`src/rtl/chunked_serial_adder_if.sv`:
```
// Handshake and data bundle for chunked_serial_adder.
// Defining CHUNKED_ADDER_OVF_EN adds the signed-overflow flag ovf.
interface chunked_serial_adder_if #(
   parameter int WIDTH = 16
);
   logic             in_valid;
   logic             in_ready;
   logic [WIDTH-1:0] a;
   logic [WIDTH-1:0] b;
   logic             cin;
   logic             out_valid;
   logic             out_ready;
   logic [WIDTH-1:0] sum;
   logic             cout;
   logic             busy;
`ifdef CHUNKED_ADDER_OVF_EN
   logic             ovf;

   modport master (output in_valid, a, b, cin, out_ready,
                   input  in_ready, out_valid, sum, cout, busy, ovf);
   modport slave  (input  in_valid, a, b, cin, out_ready,
                   output in_ready, out_valid, sum, cout, busy, ovf);
`else
   modport master (output in_valid, a, b, cin, out_ready,
                   input  in_ready, out_valid, sum, cout, busy);
   modport slave  (input  in_valid, a, b, cin, out_ready,
                   output in_ready, out_valid, sum, cout, busy);
`endif
endinterface

```
`src/rtl/chunked_serial_adder.sv`:
```
// Multi-cycle WIDTH-bit adder sharing one CHUNK-bit ripple slice, one op in flight.
// Optional feature macro: CHUNKED_ADDER_OVF_EN (adds registered signed-overflow output).
module chunked_serial_adder #(
   parameter int WIDTH = 16,
   parameter int CHUNK = 4
) (
   input  logic                    clk,
   input  logic                    rst,
   chunked_serial_adder_if.slave   bus
);
   localparam int NCHUNK = WIDTH / CHUNK;
   localparam int IDXW   = (NCHUNK > 1) ? $clog2(NCHUNK) : 1;

   if (WIDTH < 1 || CHUNK < 1 || (WIDTH % CHUNK) != 0) begin : g_bad_params
      $error("chunked_serial_adder: WIDTH must be >= 1 and a multiple of CHUNK");
   end
   if ($bits(bus.a) != WIDTH) begin : g_bad_bus
      $error("chunked_serial_adder: interface WIDTH does not match module WIDTH");
   end

   typedef enum logic [1:0] {IDLE, CALC, DONE} state_t;

   state_t            state_q, state_d;
   logic [IDXW-1:0]   idx_q, idx_d;
   logic              carry_q, carry_d;
   logic [WIDTH-1:0]  a_q, a_d, b_q, b_d, sum_q, sum_d;
   logic              cout_q, cout_d;
   logic              out_valid_q, out_valid_d;
   logic              in_ready_q, in_ready_d;
   logic              busy_q, busy_d;
   logic              ovf_q, ovf_d;

   logic [CHUNK-1:0]  op_a, op_b, half_s, half_c, slice_s;
   logic [CHUNK:0]    slice_c;

   assign op_a   = a_q[int'(idx_q)*CHUNK +: CHUNK];
   assign op_b   = b_q[int'(idx_q)*CHUNK +: CHUNK];
   assign half_s = op_a ^ op_b;
   assign half_c = op_a & op_b;

   // Second half-adder stage per bit, with the two carries merged by an OR.
   always_comb begin
      slice_c    = '0;
      slice_s    = '0;
      slice_c[0] = carry_q;
      for (int i = 0; i < CHUNK; i++) begin
         slice_s[i]   = half_s[i] ^ slice_c[i];
         slice_c[i+1] = half_c[i] | (half_s[i] & slice_c[i]);
      end
   end

   always_comb begin
      state_d     = state_q;
      idx_d       = idx_q;
      carry_d     = carry_q;
      a_d         = a_q;
      b_d         = b_q;
      sum_d       = sum_q;
      cout_d      = cout_q;
      out_valid_d = out_valid_q;
      in_ready_d  = in_ready_q;
      busy_d      = busy_q;
      ovf_d       = ovf_q;
      case (state_q)
         IDLE: begin
            if (bus.in_valid) begin
               a_d        = bus.a;
               b_d        = bus.b;
               carry_d    = bus.cin;
               idx_d      = '0;
               sum_d      = '0;
               cout_d     = 1'b0;
               ovf_d      = 1'b0;
               in_ready_d = 1'b0;
               busy_d     = 1'b1;
               state_d    = CALC;
            end
         end
         CALC: begin
            sum_d[int'(idx_q)*CHUNK +: CHUNK] = slice_s;
            carry_d = slice_c[CHUNK];
            idx_d   = idx_q + IDXW'(1);
            if (idx_q == IDXW'(NCHUNK - 1)) begin
               cout_d      = slice_c[CHUNK];
               ovf_d       = slice_c[CHUNK] ^ slice_c[CHUNK-1];
               out_valid_d = 1'b1;
               idx_d       = '0;
               state_d     = DONE;
            end
         end
         DONE: begin
            if (bus.out_ready) begin
               out_valid_d = 1'b0;
               in_ready_d  = 1'b1;
               busy_d      = 1'b0;
               state_d     = IDLE;
            end
         end
         default: state_d = IDLE;
      endcase
   end

   // Reset drops any in-flight operation; nothing partial is ever presented.
   always_ff @(posedge clk or posedge rst) begin
      if (rst) begin
         state_q     <= IDLE;
         idx_q       <= '0;
         carry_q     <= 1'b0;
         a_q         <= '0;
         b_q         <= '0;
         sum_q       <= '0;
         cout_q      <= 1'b0;
         out_valid_q <= 1'b0;
         in_ready_q  <= 1'b1;
         busy_q      <= 1'b0;
         ovf_q       <= 1'b0;
      end else begin
         state_q     <= state_d;
         idx_q       <= idx_d;
         carry_q     <= carry_d;
         a_q         <= a_d;
         b_q         <= b_d;
         sum_q       <= sum_d;
         cout_q      <= cout_d;
         out_valid_q <= out_valid_d;
         in_ready_q  <= in_ready_d;
         busy_q      <= busy_d;
         ovf_q       <= ovf_d;
      end
   end

   assign bus.in_ready  = in_ready_q;
   assign bus.out_valid = out_valid_q;
   assign bus.sum       = sum_q;
   assign bus.cout      = cout_q;
   assign bus.busy      = busy_q;
`ifdef CHUNKED_ADDER_OVF_EN
   assign bus.ovf       = ovf_q;
`else
   logic unused_ovf;
   assign unused_ovf = ovf_q;
`endif

endmodule

```
`src/flat_wrapper.sv`:
```
// flat-port wrapper written by rule: the top's interface ports become plain ports
module chunked_serial_adder_flat 
#(
   parameter int WIDTH = 16,
   parameter int CHUNK = 4
)
  (clk, rst, bus_in_valid, bus_a, bus_b, bus_cin, bus_out_ready, bus_in_ready, bus_out_valid, bus_sum, bus_cout, bus_busy);
  chunked_serial_adder_if #(.WIDTH(WIDTH)) bus_i ();
  input  logic clk;
  input  logic rst;
  input wire logic [$bits(bus_i.in_valid)-1:0] bus_in_valid;
  input wire logic [$bits(bus_i.a)-1:0] bus_a;
  input wire logic [$bits(bus_i.b)-1:0] bus_b;
  input wire logic [$bits(bus_i.cin)-1:0] bus_cin;
  input wire logic [$bits(bus_i.out_ready)-1:0] bus_out_ready;
  output wire logic [$bits(bus_i.in_ready)-1:0] bus_in_ready;
  output wire logic [$bits(bus_i.out_valid)-1:0] bus_out_valid;
  output wire logic [$bits(bus_i.sum)-1:0] bus_sum;
  output wire logic [$bits(bus_i.cout)-1:0] bus_cout;
  output wire logic [$bits(bus_i.busy)-1:0] bus_busy;
  assign bus_i.in_valid = bus_in_valid;
  assign bus_i.a = bus_a;
  assign bus_i.b = bus_b;
  assign bus_i.cin = bus_cin;
  assign bus_i.out_ready = bus_out_ready;
  assign bus_in_ready = bus_i.in_ready;
  assign bus_out_valid = bus_i.out_valid;
  assign bus_sum = bus_i.sum;
  assign bus_cout = bus_i.cout;
  assign bus_busy = bus_i.busy;
  chunked_serial_adder #(.WIDTH(WIDTH), .CHUNK(CHUNK)) u_core (.clk(clk), .rst(rst), .bus(bus_i));
endmodule
```
`config.mk`:
```
export PLATFORM = sky130hd
export DESIGN_NAME = chunked_serial_adder_flat
export DESIGN_NICKNAME = d
export VERILOG_FILES = /design/src/rtl/chunked_serial_adder_if.sv /design/src/rtl/chunked_serial_adder.sv /design/src/flat_wrapper.sv
export SDC_FILE = /design/constraint.sdc
export NUM_CORES = 1
export LEC_CHECK = 0
export ABC_AREA = 1
export BUFFER_PORTS_ARGS = -buffer_cell sky130_fd_sc_hd__clkbuf_2
export CORE_ASPECT_RATIO = 0.6
export CORE_UTILIZATION = 35
export DETAILED_ROUTE_END_ITERATION = 12
export GPL_ROUTABILITY_DRIVEN = 0
export SLEW_MARGIN = 20
export SYNTH_ARGS = -nofsm -noshare
export SYNTH_HDL_FRONTEND = slang
export SYNTH_SLANG_ARGS = --single-unit
```
`constraint.sdc`:
```
create_clock -name clk -period 4.2 [get_ports clk]
set_input_delay 0.84 -clock clk [delete_from_list [all_inputs] [get_ports clk]]
set_output_delay 0.84 -clock clk [all_outputs]
set_load 0.01 [all_outputs]
```
== After elaboration in Yosys (flattened, before gate mapping) ==
Index checks and enable logic that the tools add are counted.
Operators by class
  reductions and logical operators: 10
  shift operators: 4
  mux-type cells: 22
  $add $sub $neg: 2
  equality and inequality tests: 6
  bitwise logic cells: 14
Operators by type and width (count)
  4-bit negator with 33-bit output: 1
  4-bit by 33-bit variable shift with 16-bit output, first input constant: 1
  4-bit by 33-bit indexed part select with 16-bit output: 1
  16-bit one-hot mux with 2 select lines: 1
  16-bit by 5-bit indexed part select with 4-bit output: 2
  16-bit bitwise mux: 1
  16-bit 2-to-1 mux: 1
  3-bit AND reduction: 4
  2-bit 2-to-1 mux: 5
  1-bit one-hot mux with 2 select lines: 5
  1-bit 2-to-1 mux: 7
  2-bit one-hot mux with 3 select lines: 1
  2-bit nonzero test: 3
  1-bit bitwise AND: 4
  4-bit bitwise AND: 1
  2-bit == test, second input constant: 2
  2-bit inequality test, second input constant: 2
  1-bit bitwise OR: 4
  2-bit one-hot mux with 2 select lines: 1
  2-bit AND reduction: 2
  1-bit XOR: 4
  4-bit XOR: 1
  2-bit by 1-bit adder with 2-bit output, second input constant: 1
  2-bit by 1-bit == test with 1-bit output, second input constant: 1
  2 further kinds: 2
Word-level totals
  input bits: 37
  output and inout port bits: 20
  word-level logic and storage cells: 68
  flip-flop bits (word level): 57

== Logic depth before layout (Yosys ltp) ==
Gate-level depths: netlist (run 1).
  depth after elaboration: 12
  mapped depth: 16
  depth with buffers taken out: 14

== Worst setup path before layout (run 1) ==
OpenSTA, ideal clock, no wires.
  path kind: reg2reg
  start point: register u_core.idx_q[0]
  end point: register u_core.sum_q[7], in the netlist u_core.bus.sum[7]
  setup time: 117 ps
  buffers on the path: 2
  cell stages (with the launch flop): 16
  slack: 1465 ps
  arrival time: 2618 ps
  clock period less this slack: 2735 ps
  data required time: 4083 ps
  cells stage by stage: dfrtp_1 buf_2 inv_2 buf_2 o211ai_1 nand2_1 fa_1 inv_1 fa_1 fa_1 inv_1 fa_1 nand2_1 nor2_1 nand2_1 nand2_1
On the way
  word-level cells in the longest chain between the ends: 12
  elaborated cells between the ends (all ways): 19
  those cells by class: 1 x add/sub; 4 x shift; 2 x mux; 12 x bitwise
RTL lines
  start: declaration: line chunked_serial_adder.sv:24  | logic [IDXW-1:0] idx_q, idx_d;
  start signal: assignment: line chunked_serial_adder.sv:119  | idx_q <= idx_d;
  16-bit by 5-bit indexed part select with 4-bit output (on tied branches): line chunked_serial_adder.sv:36, chunked_serial_adder.sv:37
  4-bit XOR: line chunked_serial_adder.sv:38  | assign half_s = op_a ^ op_b;
  1-bit bitwise AND: line chunked_serial_adder.sv:48  | slice_c[i+1] = half_c[i] | (half_s[i] & slice_c[i]);
  1-bit bitwise OR: line chunked_serial_adder.sv:48
  1-bit bitwise AND: line chunked_serial_adder.sv:48
  1-bit bitwise OR: line chunked_serial_adder.sv:48
  1-bit bitwise AND: line chunked_serial_adder.sv:48
  1-bit bitwise OR: line chunked_serial_adder.sv:48
  1-bit XOR: line chunked_serial_adder.sv:47  | slice_s[i] = half_s[i] ^ slice_c[i];
  4-bit by 33-bit indexed part select with 16-bit output: line chunked_serial_adder.sv:80  | sum_d[int'(idx_q)*CHUNK +: CHUNK] = slice_s;
  16-bit bitwise mux (*): line chunked_serial_adder.sv:80
  16-bit one-hot mux with 2 select lines (*): line chunked_serial_adder.sv:64  | case (state_q)
  end signal: assignment: line chunked_serial_adder.sv:123  | sum_q <= sum_d;
  end: declaration: line chunked_serial_adder.sv:26  | logic [WIDTH-1:0] a_q, a_d, b_q, b_d, sum_q, sum_d;
Mark *: on every way between the ends. The rest lies on a longest branch, timed or not.
A chain may end at the register's enable or synchronous reset.

== Worst setup path in the final report (run 1) ==
Ends and elaborated chain as after synthesis.

==> results.ini, run 1 <==
[worst_setup_path]
crit_required_ns = 4.41
crit_fanout = 27
r2r-start = u_core.idx_q[0]$_DFFE_PP0P_
slowest_stage = fa_1
cp.depth = 14
slowest_delay_ns = 0.43
timing.rr.end = u_core.bus.sum[7]$_DFFE_PP0P_
worstPathCellList = buf_4 > inv_2 > o21ai_0 > nand2_1 > fa_1 > inv_1 > fa_1 > fa_1 > inv_1 > fa_1 > nand2_1 > nor2_1 > nand2_1 > nand2_1
cp-endpoint = u_core.bus.sum[7]$_DFFE_PP0P_
path_delay_family = adder cells
crit_buf_inv = 4
end_kind = register
r2r_setup_slack_ns = 1.19
cp-startpoint = u_core.idx_q[0]$_DFFE_PP0P_
rr_worst_depth = 14
path_class = reg -> reg
cp-start-kind = register
cp.arrival_ns = 3.23

[grt]
grt_pass1_wl_microns = 10700
grt_max_degree = 54
first_global_vias = 2196
grt_usage_pct = 17.7
antenna_found_initial = 0
grt_overflow = 0

[cts]
cts_tree = built
clock_path_buffers = 2
cts_hold_buf = 0
ctsResizeCount = 0
path_clk_slew_ns = 0.05
htree_levels = 3
cts_sinks = 57
clock_latency_ns = 0.33
cts-root-buf = clkbuf_16
cts_setup_buffers = 0
cts_buffers = 9

[detailed_routing]
viasPerCell = 4.59
vias = 2309
first_iter_violations = 128
detail_route.wl_per_cell_microns = 12.8
antenna_left = 0
drc = 0
dr.pass1.iters = 4
routed_wl_microns = 6430

[die]
die_area_sq_um = 8290
die_y_microns = 70.9
die_w_microns = 117
rows = 24
core_area_sq_um = 7450
initial_core_util_pct = 37.2
ios = 57

[worst_hold_path]
min_path_type = reg -> reg

[synthesis]
synth-seq-cells = 57
ys.flop_type = dfrtp_1
async_reset_ff_share_pct = 100
netlist.area_leader.share_pct = 50.6
ys_seq_area_share_pct = 51.5
yosysTopAreaCell = dfrtp_1
syn_area_sq_um = 2770
synth_cells = 340
avgSynthCellArea_sq_um = 8.15
synth.top_cells.by_area = dfrtp_1, nand2_1, nand3_1
synth-edff-count = 0
synth_fp_nets = 385
synth.distinct_cells = 22
ys_warn_count = 0

[sta]
drv_slew = 0
max_freq_ghz = 0.332
relSlewSlack_pct = 60.5
worst_clock_skew_ns = 0.00830
rsz0062_at_grt = no
period_needed_ns = 3.01
worst_slew_pin_slew_ns = 0.592
hold_violations = 0
post-route-period-util_pct = 71.7
setup_viol = 0
fin_setup_tns_ns = 0

[power]
p_sw_mw = 1.21
internal_power_mw = 1.69
power_density_nw_per_um2 = 860
power.switching_fraction_pct = 41.7
pwr-share-seq_pct = 33.0
p_comb_share_pct = 42.9
irDropWorstVdd_v = 0.000275
p_leak_nw = 1.90
clockPowerShare_pct = 24.1

[cells_and_area]
final_cells = 503
diodes = 0
fillers = 760
final_layout_size_suffix_gt1_share_pct = 21.3
areaGrowthSynthToFinish_pct = 21.8
nets = 439

[run]
drv_cap = 0

[status]
status = finished clean

[place]
dpl.hpwl_microns = 4640
portBuffers = 56
placed_cells = 487

==> kinds of logic (layout without fill, tap and decap cells) <==
kind of cell	count (synthesis)	count (layout)	synth area share (%)
fa+ha+maj	8	8	4.70
buf+inv	36	95	7.14
compound gates	11	11	2.44
flops	57	57	51.5
simple gates	228	228	34.2
==> metrics by stage <==
stage               utilization (%)  instance area [sq um]  hold WS, ns  setup slack, ns  power (mW)
CTS                            45.3                   3370        0.477             1.20        2.92
global route                   45.3                   3370        0.505            0.973        3.17
floorplan                         -                   2770        0.444             1.47        1.89
detailed placement             41.3                   3080        0.464             1.21        2.20
global placement               41.3                   3080        0.456             1.29        2.18
finish                         45.3                   3370        0.468             1.19        2.90
==> synthesized netlist by cell type, types with 2 or more instances <==
cell type and instances:
ha_1 4, inv_1 18, nor2_4 2, buf_6 5, nand3_1 31, buf_4 4, o211ai_1 4, inv_2 2
buf_2 6, dfrtp_1 56, nor2_2 2, nand4_1 4, nor3_1 2, o21ai_0 6, nand2_1 170, nor2_1 14
fa_1 4, nand3_2 2
==> power by group through the flow <==
stage               combinational [mW]  clock (mW)  sequential (mW)
detailed placement                1.24           0            0.962
finish                            1.24       0.699            0.959
global placement                  1.22           0            0.962
global route                      1.44       0.742            0.989
CTS                               1.25       0.713            0.959
floorplan                        0.953           0            0.933
==> registers in the layout, indices dropped and copies added, names as in the netlist <==
register              cells
u_core.bus.sum           16
u_core.bus.cout           1
u_core.carry_q            1
u_core.bus.out_valid      1
u_core.a_q               16
u_core.b_q               16
u_core.state_q            2
u_core.bus.in_ready       1
u_core.idx_q              2
u_core.bus.busy           1
==> area by class of cell <==
class	count	area (sq um)	area share, %
Clock buffer	14	284	8.42
Multi-Input combinational cell	247	1140	33.9
Timing Repair Buffer	58	295	8.75
Inverter	21	81.3	2.41
Sequential cell	57	1430	42.3
Clock inverter	2	10.0	0.297
Tap cell	104	130	3.86
==> placed cells by master (no fill, tap or decap), types with 3 or more instances in the layout <==
cell and count:
clkbuf_8 4, dfrtp_1 56, o21ai_0 6, ha_1 4, clkbuf_2 56, clkbuf_16 9
o211ai_1 4, nand3_1 31, fa_1 4, nor2_1 14, nand2_1 170, inv_1 17
inv_2 3, nand4_1 4
==> tightest hold or removal path: stages (launching register included) <==
cell,delay (ns)
dfrtp_1,0.34
nand2_1,0.06
nand2_1,0.04
==> worst min-delay path by stage <==
stage / from / endpoint / slack, ns / depth (start not counted)
after floorplan: u_core.a_q[15]$_DFFE_PP0P_ / u_core.a_q[15]$_DFFE_PP0P_ / 0.44 / 2
after global placement: u_core.bus.busy$_DFFE_PP0P_ / u_core.bus.busy$_DFFE_PP0P_ / 0.46 / 2
after detailed placement: u_core.bus.busy$_DFFE_PP0P_ / u_core.bus.busy$_DFFE_PP0P_ / 0.46 / 2
after CTS: u_core.bus.busy$_DFFE_PP0P_ / u_core.bus.busy$_DFFE_PP0P_ / 0.48 / 2
after global routing: u_core.b_q[11]$_DFFE_PP0P_ / u_core.b_q[11]$_DFFE_PP0P_ / 0.51 / 2
final: u_core.bus.out_valid$_DFFE_PP0P_ / u_core.bus.out_valid$_DFFE_PP0P_ / 0.47 / 2
==> metal layers <==
layer	global-route usage, %	routed length [microns]
met1	27.4	3540
met2	21.9	2430
met3	6.17	404
met4	6.75	58
met5	0	0
Note: power is estimated with default switching activity, not from simulation.
==> run 2, diff against run 1 <==
clock period = 2.4 ns   (was 4.2 ns; I/O delays follow)
==> results.ini, run 2 (synthesis results as in run 1) <==
[die]
die_area_sq_um = 8290
rows = 24
initial_core_util_pct = 37.2
die_w_microns = 117
ios = 57
core_area_sq_um = 7450
die_y_microns = 70.9

[worst_setup_path]
slowest_delay_ns = 0.46
worstPathCellList = inv_6 > nand2_2 > o211ai_1 > nand2_1 > fa_2 > inv_2 > fa_2 > fa_2 > inv_2 > fa_2 > nand2_2 > nor2_2 > nand2_1 > nand2_1
path_common_cell = fa_2
end_kind = register
rr_worst_depth = 14
cp.arrival_ns = 2.73
crit_buf_inv = 3
path_delay_family = adder cells
crit_fanout = 6
r2r_setup_slack_ns = -0.11
timing.rr.end = u_core.bus.sum[7]$_DFFE_PP0P_
path_class = reg -> reg
r2r-start = u_core.idx_q[0]$_DFFE_PP0P_
crit_required_ns = 2.62
cp-start-kind = register
slowest_stage = dfrtp_2

[power]
power.switching_fraction_pct = 41.6
p_sw_mw = 2.23
clockPowerShare_pct = 22.4
irDropWorstVdd_v = 0.000502
pwr-share-seq_pct = 31.4
p_comb_share_pct = 46.1
p_leak_nw = 1.94
power_density_nw_per_um2 = 1540
finalPower_mw = 5.37
internal_power_mw = 3.14

[grt]
antenna_found_initial = 0
grt_overflow = 0
grt_usage_pct = 19.1
grt_max_degree = 34
first_global_vias = 2298
grt_pass1_wl_microns = 11600

[detailed_routing]
vias = 2307
drc = 0
dr.pass1.iters = 4
routed_wl_microns = 6650
detail_route.wl_per_cell_microns = 13.0
antenna_left = 0
first_iter_violations = 136
viasPerCell = 4.51

[sta]
max_freq_ghz = 0.399
period_needed_ns = 2.51
hold_violations = 0
timing.hold.ws_ns = 0.182
drv_slew = 0
relSlewSlack_pct = 63.0
fin_setup_tns_ns = -0.369
rsz0062_at_grt = yes
setup_viol = 4
post-route-period-util_pct = 104
setup_ws_ns = -0.106
worst_slew_pin_slew_ns = 0.555
worst_clock_skew_ns = 0.00524

[cells_and_area]
diodes = 0
final_cells = 512
nets = 449
final_layout_size_suffix_gt1_share_pct = 26.5
final_area_sq_um = 3490
areaGrowthSynthToFinish_pct = 25.8
final_common_cell = nand2_1
fin_util_pct = 46.8
layout_common_cells = nand2_1, clkbuf_2, dfrtp_1, nand3_1, inv_1

[cts]
htree_levels = 3
cts_sinks = 57
path_clk_slew_ns = 0.05
clock_latency_ns = 0.33
cts_tree = built
cts_buffers = 9
clock_path_buffers = 2
cts-root-buf = clkbuf_16

[place]
dpl.hpwl_microns = 5010
portBuffers = 56
placed_cells = 496
postPlaceCellArea_sq_um = 3170
pre_cts_ws_ns = -0.185

[worst_hold_path]
min_path_type = in -> async

[status]
status = finished, violations left
violations = negative setup slack

[run]
drv_cap = 0

==> run 2: cell count changes in the layout (fill, tap and decap cells not counted), moves of 3 or more <==
cell / change
inv_1: -3
nor2_1: -3
clkbuf_8: -4
buf_4: +7
fa_2: +4
fa_1: -4
nor2_2: +3
inv_2: +3
==> run 2: worst max-delay path by stage <==
| stage | endpoint | slack, ns | startpoint | cells after the start |
|---|---|---|---|---|
| 2_1_floorplan | u_core.bus.sum[7]$_DFFE_PP0P_ | -0.18 | u_core.idx_q[0]$_DFFE_PP0P_ | 15 |
| 3_3_place_gp | u_core.bus.sum[15]$_DFFE_PP0P_ | -0.09 | u_core.idx_q[0]$_DFFE_PP0P_ | 14 |
| 3_5_place_dp | u_core.bus.sum[7]$_DFFE_PP0P_ | -0.18 | u_core.idx_q[0]$_DFFE_PP0P_ | 14 |
| 4_1_cts | u_core.bus.sum[15]$_DFFE_PP0P_ | -0.12 | u_core.idx_q[0]$_DFFE_PP0P_ | 14 |
| 5_1_grt | u_core.bus.sum[11]$_DFFE_PP0P_ | -0.28 | u_core.idx_q[0]$_DFFE_PP0P_ | 13 |
| 6_report | u_core.bus.sum[7]$_DFFE_PP0P_ | -0.11 | u_core.idx_q[0]$_DFFE_PP0P_ | 14 |
==> run 2: cell type report <==
| type | count | area (sq um) |
|---|---|---|
| Clock inverter | 4 | 45.0 |
| Clock buffer | 11 | 233 |
| Tap cell | 104 | 130 |
| Fill cell | 794 | 3960 |
| Sequential cell | 57 | 1430 |
| Timing Repair Buffer | 67 | 379 |
| Timing Repair inverter | 1 | 3.75 |
| Multi-Input combinational cell | 247 | 1180 |
| Inverter | 21 | 86.3 |
==> run 2: layer usage <==
layer	track usage (%)	share of wire, %
met1	29.9	55
met3	6.86	6.8
met4	7.74	1.7
met2	22.9	37
met5	0	0
==> run 2: power by group through the flow <==
stage	clock, mW	sequential, mW	combinational, mW
after floorplan	0	1.64	1.75
after global placement	0	1.69	2.34
after detailed placement	0	1.69	2.39
after CTS	1.24	1.69	2.43
after global routing	1.27	1.75	2.85
final	1.21	1.69	2.48
==> run 2: repair_timing <==
| item | 4_1_cts | 5_1_grt |
|---|---|---|
| hold buffers | 0 | 0 |
| setup buffers | 0 | 1 |
| endpoints found under the hold margin | 0 | 0 |
| setup endpoints to repair | 6 | 10 |
| gates resized for setup | 5 | 8 |
| gates cloned | 1 | 0 |
| pin swaps | 1 | 6 |
